### config.mk
export PLATFORM = sky130hd
export DESIGN_NAME = display_scan_ctrl
export DESIGN_NICKNAME = d
export VERILOG_FILES = /design/src/rtl/display_scan_ctrl.sv
export SDC_FILE = /design/constraint.sdc
export NUM_CORES = 1
export LEC_CHECK = 0
export ABC_AREA = 1
export CORE_ASPECT_RATIO = 1.4
export CORE_MARGIN = 1
export CORE_UTILIZATION = 45
export CTS_CLUSTER_DIAMETER = 60
export CTS_CLUSTER_SIZE = 24
export DETAILED_ROUTE_END_ITERATION = 10
export PLACE_DENSITY_LB_ADDON = 0.12
export SYNTH_ARGS = -nofsm -noshare
export SYNTH_HDL_FRONTEND = slang
export SYNTH_SLANG_ARGS = --single-unit
### constraint.sdc
create_clock -name clk -period 4.63 [get_ports clk]
set_input_delay 1.1575 -clock clk [delete_from_list [all_inputs] [get_ports clk]]
set_output_delay 1.1575 -clock clk [all_outputs]
set_load 0.02 [all_outputs]
### src/rtl/display_scan_ctrl.sv
// Four-digit multiplexed seven-segment scanner with blanking gaps between
// digit slots and a frame-synchronous, tear-free display buffer update.
//
// state   | meaning
// BLANK   | all anodes off for BLANK_CYCLES cycles before the next slot
// DISPLAY | anode idx driven with its digit for CLK_DIV cycles
module display_scan_ctrl #(
  parameter int CLK_DIV      = 100000,
  parameter int BLANK_CYCLES = 1000
) (
  input  logic       clk,
  input  logic       reset,
  input  logic [3:0] digit_a,
  input  logic [3:0] digit_b,
  input  logic [3:0] digit_c,
  input  logic [3:0] digit_d,
  input  logic       load,
  input  logic       enable,
  input  logic       lz_suppress,
  output logic [6:0] segs,
  output logic [3:0] an
);

  localparam int MAXC = (CLK_DIV > BLANK_CYCLES) ? CLK_DIV : BLANK_CYCLES;
  localparam int CW   = $clog2(MAXC);
  localparam logic [CW-1:0] DISP_LAST  = CW'(CLK_DIV - 1);
  localparam logic [CW-1:0] BLANK_LAST = CW'(BLANK_CYCLES - 1);

  typedef enum logic {BLANK, DISPLAY} state_t;

  state_t        state;
  logic [CW-1:0] cnt;
  logic [1:0]    idx;
  logic [15:0]   shadow;
  logic [15:0]   dbuf;
  logic          pending;
  logic [3:0]    cur_digit;
  logic          suppress;
  logic          frame_edge;

  function automatic logic [6:0] seg_enc(input logic [3:0] v);
    case (v)
      4'h0: seg_enc = 7'b1000000;
      4'h1: seg_enc = 7'b1111001;
      4'h2: seg_enc = 7'b0100100;
      4'h3: seg_enc = 7'b0110000;
      4'h4: seg_enc = 7'b0011001;
      4'h5: seg_enc = 7'b0010010;
      4'h6: seg_enc = 7'b0000010;
      4'h7: seg_enc = 7'b1111000;
      4'h8: seg_enc = 7'b0000000;
      4'h9: seg_enc = 7'b0010000;
      4'hA: seg_enc = 7'b0001000;
      4'hB: seg_enc = 7'b0000011;
      4'hC: seg_enc = 7'b1000110;
      4'hD: seg_enc = 7'b0100001;
      4'hE: seg_enc = 7'b0000110;
      default: seg_enc = 7'b0001110;
    endcase
  endfunction

  always_comb begin
    cur_digit  = dbuf[{idx, 2'b00} +: 4];
    suppress   = 1'b0;
    case (idx)
      2'd3: suppress = lz_suppress && (dbuf[15:12] == 4'h0);
      2'd2: suppress = lz_suppress && (dbuf[15:8] == 8'h00);
      2'd1: suppress = lz_suppress && (dbuf[15:4] == 12'h000);
      default: suppress = 1'b0;
    endcase
    // The buffer may only change on entry to slot 0, so a frame never tears.
    frame_edge = (state == BLANK) && (cnt == BLANK_LAST) && (idx == 2'd0);
  end

  always_ff @(posedge clk) begin
    if (reset) begin
      state   <= BLANK;
      cnt     <= '0;
      idx     <= 2'd0;
      shadow  <= '0;
      dbuf    <= '0;
      pending <= 1'b0;
      an      <= 4'b1111;
      segs    <= 7'b1111111;
    end else begin
      case (state)
        BLANK: begin
          if (cnt == BLANK_LAST) begin
            state <= DISPLAY;
            cnt   <= '0;
          end else begin
            cnt <= cnt + 1'b1;
          end
        end
        default: begin
          if (cnt == DISP_LAST) begin
            state <= BLANK;
            cnt   <= '0;
            idx   <= idx + 2'd1;
          end else begin
            cnt <= cnt + 1'b1;
          end
        end
      endcase

      if (frame_edge && pending) begin
        dbuf    <= shadow;
        pending <= 1'b0;
      end
      // A load on the frame edge wins the pending flag; the transfer above
      // still takes the old shadow.
      if (load) begin
        shadow  <= {digit_d, digit_c, digit_b, digit_a};
        pending <= 1'b1;
      end

      if (!enable || state == BLANK || suppress) begin
        an   <= 4'b1111;
        segs <= 7'b1111111;
      end else begin
        an   <= ~(4'b0001 << idx);
        segs <= seg_enc(cur_digit);
      end
    end
  end

endmodule

==> results.md <==
- H-tree depth: 3
- GPL Wtd Cong: 0.833
- Critical path class: input pin to flip-flop
- Top-count cell post-synth: nand2_1
- Starting Density: 0.471
- Area of the multi-input gates: 1430 um2
- Vias: 2501
- Die W: 70.4 um
- Ys Warns: 0
- F_max: 389 MHz
- Post-CTS sizing: 0
- Setup crit start kind: input pin
- Register area: 1280 um2
- Seq/Total Area, Yosys: 0.435
- Vias in the first global route: 2392
- P per Cell Area: 321 nW/um2
- Worst-path cell chain: clkdlybuf4s50_1 -> clkinv_1 -> buf_4 -> nand3_1 -> nor3_1
- Worst min path class: flip-flop to flip-flop
- First-iteration detailed-routing DRC count: 108
- CTS Buffer Depth: 2
- Synth Area in Adders: 0.0467
- Fin crit period: 2570 ps
- Multiplexer share of the synthesized area: 0
- Area share of the largest cell type after synthesis: 0.435
- Hold buffers post-CTS: 0
- VDD IR-drop max: 0.251 mV
- Setup slack after layout: 2060 ps
- Compound-Gate Fraction of Synth Area: 0.0858
- Avg Inst Size Synth: 7.12 um2
- Worst Max-Slew Pin Slew: 805 ps
- Async SR Flop Fraction: 0
- Share of cells above drive strength 1: 0.0647
- Worst clock skew: 7.81 ps
- Synth cell types: 25
- IO Count: 32
- WP data required: 4870 ps
- Drc violations: 0
- Largest net degree at the start of global routing: 34
- Crit end category: flip-flop
- XOR/XNOR share of the synthesized area: 0.0238
- Slowest Stage Delay on Critical Path: 590 ps
- Post-synthesis instance total: 414
- Gr usage total: 0.185
- Number of buffers created by CTS: 9
- Yosys reg bits: 64
- Max-slew violation count: 0
- Post-synth EDFFs: 0
- Area grow syn2layout: 18.7%
- Postcts setup bufs: 0
- Yosys top cell by area: dfxtp_1
- RSZ-0062 raised after global routing: no
- Pre-antenna DRT Iters: 4
- Rel. slew slack: 0.463
- Die ar.: 6880 um2
- Setup TNS: 0 ps
- Routed WL: 5660 um
- Leakage Power: 1.41 nW
- Row count: 34
- Synth Area in Simple Gates: 0.329
- Fin crit share: 0.556
- Top cells by count, synth: nand2_1 (95), nor2_1 (70), dfxtp_1 (64), inv_1 (38), nand3_1 (38)
- Via-per-instance ratio: 4.81
- Syn nets: 446
- Diode count: 0
- CTS sink cnt: 64
- DR WL/cell: 10.9 um
- Port bufs: 31
- CTS tree: built
- First-pass GRT wire length: 10200 um
- Final hold violations: 0
- Nets: 475
- Critical Path AT: 2820 ps
- HPWL Detailed: 4170 um
- Clk slew on worst S/H paths: 60 ps
- Clk Latency, worst-skew pair: 330 ps
- Outcome: finished clean
- Worst path slowest cell: clkdlybuf4s50_1
- Antenna viol nets, final: 0
- Synth area leaders: dfxtp_1 (43%), nand2_1 (12%), nor2_1 (8.9%), nand3_1 (6.5%), inv_1 (4.8%)
- Post-Syn Area: 2950 um2
- Crit path max fanout: 33
- Main combinational cell family by area after synthesis: simple AND/OR/NAND/NOR gates
- Core Footprint: 6250 um2
- Root Buffer: clkbuf_8
- Dpl ws: 1690 ps
- Final setup fails: 0
- Global route total overflow: 0
- Max cap viols: 0
- Die H: 97.7 um
- Ys flop type: dfxtp_1
- Filler Cells Inserted: 607
- Initial antenna violation count: 0
critical path: cells and delay by family:
family	cells	cell delay [ps]
buffers and inverters	3	1050
AND/OR/NAND/NOR	2	610
registers in the layout, summed over array words and instances, names as in the netlist:
signal / count
dbuf: 16
cnt: 17
state: 1
pending: 1
an: 4
segs: 7
shadow: 16
idx: 2
final timing paths:
path	slack (ps)	cells after the start	endpoint	startpoint
max reg2reg	2530	8	an[2]	idx[0]
min reg2reg	450	1	cnt[0]	cnt[0]
max	2060	5	cnt[6]	reset
min	450	1	cnt[0]	cnt[0]
cell usage in the layout (no fill, tap or decap), types with 2 or more instances in the layout:
cell and instances:
inv_2 4, xor2_1 7, nand4_1 4, nor2_1 70, ha_1 11, a31oi_1 2
o21ai_0 27, nor2_2 4, nor2_4 2, nand2_1 95, inv_1 38, clkdlybuf4s50_1 31
dfxtp_1 64, a21oi_1 21, clkbuf_8 13, nor3_1 7, nand3_1 38
power by group:
| group | internal [mW] | total (mW) | switching (mW) |
|---|---|---|---|
| Combinational | 0.0250 | 0.0503 | 0.0254 |
| Sequential | 0.563 | 0.570 | 0.00662 |
| Clock | 0.307 | 0.504 | 0.197 |
| Total | 0.895 | 1.12 | 0.229 |
cell families (layout without fill, tap and decap cells):
logic type,after synthesis,after routing
DFF,64,64
buffers and inverters,57,91
adders and majority gates,11,11
AOI/OAI and AO/OA,50,50
and+or+nand+nor,224,224
xor gates and xnor gates,8,8
per-layer routing:
layer | share of wire | up-vias | global-route usage
met5 | 0 | - | 0
met4 | 0.020 | 0 | 0.105
met3 | 0.028 | 9 | 0.0258
met2 | 0.47 | 51 | 0.301
met1 | 0.48 | 1070 | 0.231
li1 | - | 1371 | -
layout make-up:
cell class	count	area share
Clock buffer	14	0.0522
Clock inverter	2	0.0100
Inverter	43	0.0462
Multi-Input combinational cell	293	0.409
Sequential cell	64	0.366
Tap cell	72	0.0258
Timing Repair Buffer	32	0.0909
metrics by stage:
step           power [mW]  instance area [um2]  hold WS [ps]  utilization  instances
6_report             1.12                 3500           451        0.559        520
2_1_floorplan       0.611                 2950           418            -        414
3_5_place_dp        0.633                 3280           437        0.524        504
4_1_cts              1.14                 3500           448        0.559        520
5_1_grt              1.17                 3500           476        0.559        520
3_3_place_gp        0.632                 3280           429        0.524        504
No activity file was read; power rests on OpenSTA's default activity.
